===== src/rtl/bit_stuff_engine_if.sv =====
// Input bit stream handshake for the bit stuffing engine.
// The producer drives data; the engine returns a combinational ready.
interface bit_stuff_engine_if;
    logic in_valid;
    logic in_bit;
    logic in_ready;

    modport master (
        output in_valid,
        output in_bit,
        input  in_ready
    );

    modport slave (
        input  in_valid,
        input  in_bit,
        output in_ready
    );
endinterface


===== src/rtl/bit_stuff_engine.sv =====
// Bit stuffing engine: inserts a 0 after RUN_LEN consecutive 1s,
// with optional NRZI line encoding and a saturating stuff counter.
module bit_stuff_engine #(
    parameter int RUN_LEN = 6,
    parameter int CNT_W   = 4,
    parameter int NRZI_EN = 1
) (
    input  logic             clk,
    input  logic             rst,
    input  logic             bit_strobe,
    input  logic             stuff_en,
    input  logic             eop,
    bit_stuff_engine_if.slave in_if,
    output logic             out_valid,
    output logic             out_bit,
    output logic             stuffing,
    output logic             line_bit,
    output logic [CNT_W-1:0] run_count,
    output logic [7:0]       stuff_total,
    output logic             underrun
);

    typedef enum logic [1:0] {
        IDLE,
        DATA,
        STUFF
    } state_t;

    localparam logic [CNT_W-1:0] RUN_MAX = '1;
    localparam logic [CNT_W-1:0] RUN_TGT = CNT_W'(RUN_LEN);

    state_t           state, state_d;
    logic             eop_pending, eop_pending_d;
    logic [CNT_W-1:0] run_d, run_inc;
    logic             ov_d, ob_d, st_d, lb_d, ur_d;
    logic [7:0]       tot_d;
    logic             consume;

    assign in_if.in_ready = bit_strobe & ~eop
                          & (state == IDLE | state == DATA);
    assign consume = in_if.in_ready & in_if.in_valid;
    assign run_inc = (run_count == RUN_MAX) ? run_count
                                            : run_count + 1'b1;

    always_comb begin
        state_d       = state;
        eop_pending_d = eop_pending;
        run_d         = run_count;
        ov_d          = 1'b0;
        ob_d          = out_bit;
        st_d          = 1'b0;
        tot_d         = stuff_total;
        ur_d          = underrun;
        lb_d          = line_bit;
        if (bit_strobe) begin
            unique case (state)
                IDLE, DATA: begin
                    if (consume) begin
                        ov_d    = 1'b1;
                        ob_d    = in_if.in_bit;
                        state_d = DATA;
                        if (in_if.in_bit) begin
                            run_d = run_inc;
                            if (stuff_en && run_inc == RUN_TGT)
                                state_d = STUFF;
                        end else begin
                            run_d = '0;
                        end
                    end else if (eop) begin
                        state_d = IDLE;
                        run_d   = '0;
                    end else if (state == DATA) begin
                        ur_d    = 1'b1;
                        state_d = IDLE;
                        run_d   = '0;
                    end
                end
                STUFF: begin
                    // stuff bit goes out even if stuff_en dropped meanwhile
                    ov_d  = 1'b1;
                    ob_d  = 1'b0;
                    st_d  = 1'b1;
                    run_d = '0;
                    if (stuff_total != 8'hFF)
                        tot_d = stuff_total + 8'd1;
                    state_d = (eop_pending | eop) ? IDLE : DATA;
                    eop_pending_d = 1'b0;
                end
                default: begin
                    state_d       = IDLE;
                    eop_pending_d = 1'b0;
                    run_d         = '0;
                end
            endcase
        end
        if (ov_d)
            lb_d = (NRZI_EN != 0) ? (ob_d ? line_bit : ~line_bit) : ob_d;
        // idle entry restores the idle line level, overriding any toggle
        if (state_d == IDLE && state != IDLE)
            lb_d = 1'b1;
    end

    always_ff @(posedge clk) begin
        if (rst) begin
            state       <= IDLE;
            eop_pending <= 1'b0;
            run_count   <= '0;
            out_valid   <= 1'b0;
            out_bit     <= 1'b0;
            stuffing    <= 1'b0;
            line_bit    <= 1'b1;
            stuff_total <= 8'd0;
            underrun    <= 1'b0;
        end else begin
            state       <= state_d;
            eop_pending <= eop_pending_d;
            run_count   <= run_d;
            out_valid   <= ov_d;
            out_bit     <= ob_d;
            stuffing    <= st_d;
            line_bit    <= lb_d;
            stuff_total <= tot_d;
            underrun    <= ur_d;
        end
    end

endmodule


===== src/flat_wrapper.sv =====
// flat-port wrapper written by rule: the top's interface ports become plain ports
module bit_stuff_engine_flat 
#(
    parameter int RUN_LEN = 6,
    parameter int CNT_W   = 4,
    parameter int NRZI_EN = 1
)
  (clk, rst, bit_strobe, stuff_en, eop, out_valid, out_bit, stuffing, line_bit, run_count, stuff_total, underrun, in_if_in_valid, in_if_in_bit, in_if_in_ready);
  bit_stuff_engine_if in_if_i ();
  input  logic clk;
  input  logic rst;
  input  logic bit_strobe;
  input  logic stuff_en;
  input  logic eop;
  output logic out_valid;
  output logic out_bit;
  output logic stuffing;
  output logic line_bit;
  output logic [CNT_W-1:0] run_count;
  output logic [7:0] stuff_total;
  output logic underrun;
  input wire logic [$bits(in_if_i.in_valid)-1:0] in_if_in_valid;
  input wire logic [$bits(in_if_i.in_bit)-1:0] in_if_in_bit;
  output wire logic [$bits(in_if_i.in_ready)-1:0] in_if_in_ready;
  assign in_if_i.in_valid = in_if_in_valid;
  assign in_if_i.in_bit = in_if_in_bit;
  assign in_if_in_ready = in_if_i.in_ready;
  bit_stuff_engine #(.RUN_LEN(RUN_LEN), .CNT_W(CNT_W), .NRZI_EN(NRZI_EN)) u_core (.clk(clk), .rst(rst), .bit_strobe(bit_strobe), .stuff_en(stuff_en), .eop(eop), .in_if(in_if_i), .out_valid(out_valid), .out_bit(out_bit), .stuffing(stuffing), .line_bit(line_bit), .run_count(run_count), .stuff_total(stuff_total), .underrun(underrun));
endmodule

===== config.mk =====
export PLATFORM = sky130hd
export DESIGN_NAME = bit_stuff_engine_flat
export DESIGN_NICKNAME = d
export VERILOG_FILES = /design/src/rtl/bit_stuff_engine_if.sv /design/src/rtl/bit_stuff_engine.sv /design/src/flat_wrapper.sv
export SDC_FILE = /design/constraint.sdc
export NUM_CORES = 1
export LEC_CHECK = 0
export ABC_AREA = 1
export BUFFER_PORTS_ARGS = -buffer_cell sky130_fd_sc_hd__buf_2
export CORE_ASPECT_RATIO = 1.25
export CORE_MARGIN = 2
export CORE_UTILIZATION = 47
export DETAILED_ROUTE_END_ITERATION = 16
export GPL_ROUTABILITY_DRIVEN = 0
export PLACE_DENSITY = 0.79
export SYNTH_ARGS = -nofsm -noshare
export SYNTH_HDL_FRONTEND = slang
export SYNTH_SLANG_ARGS = --single-unit

===== constraint.sdc =====
create_clock -name clk -period 1.5 [get_ports clk]
set_input_delay 0.15 -clock clk [delete_from_list [all_inputs] [get_ports clk]]
set_output_delay 0.15 -clock clk [all_outputs]
set_load 0.01 [all_outputs]

==> metrics.md <==
| Metric | Value |
|---|---|
| Status | finished, final reports clean |
| Relative slew margins | 0.827 |
| IO Pins | 25 |
| Worst flop-to-flop path startpoint | u_core.run_count[3] |
| # diodes | 0 |
| Post-Syn Nets | 160 |
| Global-route wire length before repair | 3570 um |
| Share of layout cells above drive strength 1 | 0.278 |
| Total CTS buffers | 3 |
| Crit path DAT | 1.55 ns |
| Starting DRT DRC Count | 16 |
| Global route overflow | 0 |
| Seq/Total Area, Yosys | 0.364 |
| Leakage Power | 0.593 nW |
| Crit path capture type | flip-flop |
| CP startpoint kind | flip-flop |
| Placed instance count | 207 |
| Reg2Reg Setup Slack | 0.12 ns |
| Beginning of the critical path | u_core.run_count[3] |
| Worst Hold Class | primary input to flip-flop |
| Number of distinct library cells after synthesis | 25 |
| Synth area leader | dfxtp_1 |
| Skew final | 0.00939 ns |
| Clock input transition at the sequential cells of the worst setup and hold paths | 0.10 ns |
| Worst reg2reg path endpoint | u_core.state[0] |
| Die Ht | 56.7 um |
| Worst Hold End | u_core.stuffing |
| Synthesized area | 1050 um2 |
| Antenna viol nets, final | 0 |
| Mapped Cells | 151 |
| Top fanout value on the critical path | 6 |
| Most frequent cells in the layout | nand2_1, buf_2, nor2_1 |
| GRT Overall Usage | 0.179 |
| CTS root buf | clkbuf_4 |
| WHS | 0.201 ns |
| Initial core utilization | 0.484 |
| Worst-Skew Late Latency | 0.29 ns |
| Unrepaired setup endpoints after global routing | no |
| CTS tree | done |
| DRC violations left | 0 |
| Tcrit/Tclk final | 0.920 |
| Finished Layout Cells | 211 |
| Synth area leaders | dfxtp_1, nand2_1, nor2_1 |
| Vias in the first global route | 917 |
| Final setup margin | 0.121 ns |
| Worst VDD drop | 0.437 mV |
| Vias | 1,049 |
| Final Hold Vio Count | 0 |
| Place WS | 0.0470 ns |
| Layout Nets | 190 |
| Final Max Tran Viols | 0 |
| Setup CP Type | flip-flop to flip-flop |
| Synth Warn # | 0 |
| HPWL Detailed | 1710 um |
| Max Cap Violations | 0 |
| Reg2Reg Depth | 7 |
| Fin crit period | 1.38 ns |
| DP Area | 1210 um2 |
| Core area | 2160 um2 |
| Largest net degree at the start of global routing | 15 |
| # rows | 19 |
| Worst hold start | rst |
| Final design utilization | 0.580 |
| Area share of the largest cell type after synthesis | 0.364 |
| Critical Path RT | 1.67 ns |
| Initial antenna violation count | 0 |
| Final setup viols | 0 |
| Peak Freq | 725 MHz |
| P&R area growth vs syn | 19.9% |
| Commonest non-fill, non-tap cell in the layout | nand2_1 |
| WL/cell | 10.2 um |
| Least-Margin Pin Slew | 0.259 ns |
| 1st-pass router iterations | 4 |
| Pwr per Cell Area | 661 nW/um2 |
| Total negative slack | 0 ns |
| Hold path depth | 2 |
| CTS H-tree depth | 1 |
| Port bufs | 24 |
| Buffer depth of the longest clock path | 2 |
| Fin area | 1250 um2 |
| Total clock sinks | 19 |
| Die ar. | 2620 um2 |
| #FFs+latches synth | 19 |
| Die extent in x | 46.2 um |
| Overall power consumption | 828 uW |
| Via density | 4.97 |
| Total wire length | 2150 um |
| Avg Cell Area, Syn | 6.93 um2 |
[routing by layer]
metal	vias to the layer above	share of wire	GRT usage	wire, um
met5	-	0	0	0
met3	8	0.047	0.0289	102
met4	0	0.026	0.0776	55
met2	38	0.51	0.300	1110
li1	540	-	-	-
met1	463	0.41	0.215	885
[state kept, by name, indices dropped and copies added (netlist names)]
name                cells
u_core.run_count        4
u_core.state            2
u_core.out_bit          1
u_core.underrun         1
u_core.stuff_total      8
u_core.stuffing         1
u_core.line_bit         1
u_core.out_valid        1
[power breakdown]
part | leakage (nW) | switching (mW) | internal (mW) | total [mW]
Clock | 0.0150 | 0.142 | 0.103 | 0.245
Sequential | 0.154 | 0.00315 | 0.509 | 0.512
Combinational | 0.423 | 0.0444 | 0.0267 | 0.0711
Total | 0.593 | 0.190 | 0.639 | 0.828
[how the worst max path moves through the flow]
stage	end	slack (ns)	cells after the start
after floorplan	u_core.state[0]	0.03	8
after global placement	u_core.line_bit	0.15	10
after detailed placement	u_core.state[0]	0.05	8
after CTS	u_core.line_bit	0.04	9
after global routing	u_core.line_bit	0.01	9
final	u_core.state[0]	0.12	7
[synthesized netlist by cell type (all sizes together)]
| cell | count |
|---|---|
| nand2 | 42 |
| a21oi | 15 |
| buf | 1 |
| nand3 | 9 |
| nor2 | 24 |
| xor2 | 1 |
| o22ai | 1 |
| dfxtp | 19 |
| nor3 | 2 |
| xnor2 | 2 |
| inv | 20 |
| clkbuf | 1 |
| a21boi | 1 |
| clkinv | 1 |
| ha | 2 |
| o21ai | 5 |
| nand4 | 5 |
[timing repair]
action,CTS,global route
setup buffers,0,0
gates resized for setup,0,4
endpoints found under the setup margin,0,3
hold buffers,0,0
endpoints found under the hold margin,0,0
[critical path, cell delays in order (launching register included)]
cell	delay [ns]
dfxtp_1	0.46
inv_1	0.11
nor2_1	0.12
nand2_1	0.12
a21boi_4	0.15
nand3_2	0.10
a21oi_2	0.15
nor2_1	0.05
[logic make-up (layout without fill, tap and decap cells)]
kind of cell	after synthesis	in the layout	synth area share
XOR/XNOR	3	3	0.0251
adder cells (fa/ha/maj)	2	2	0.0239
AO/OA/AOI/OAI	22	22	0.130
flip-flops	19	19	0.364
buffers and inverters	23	52	0.0897
AND/OR/NAND/NOR	82	82	0.367
[cell type report]
cell class | count | area (um2)
Clock buffer | 4 | 26.3
Tap cell | 31 | 38.8
Sequential cell | 19 | 383
Timing Repair Buffer | 27 | 143
Fill cell | 204 | 910
Inverter | 21 | 78.8
Multi-Input combinational cell | 109 | 584
(Power assumes the default switching activity.)
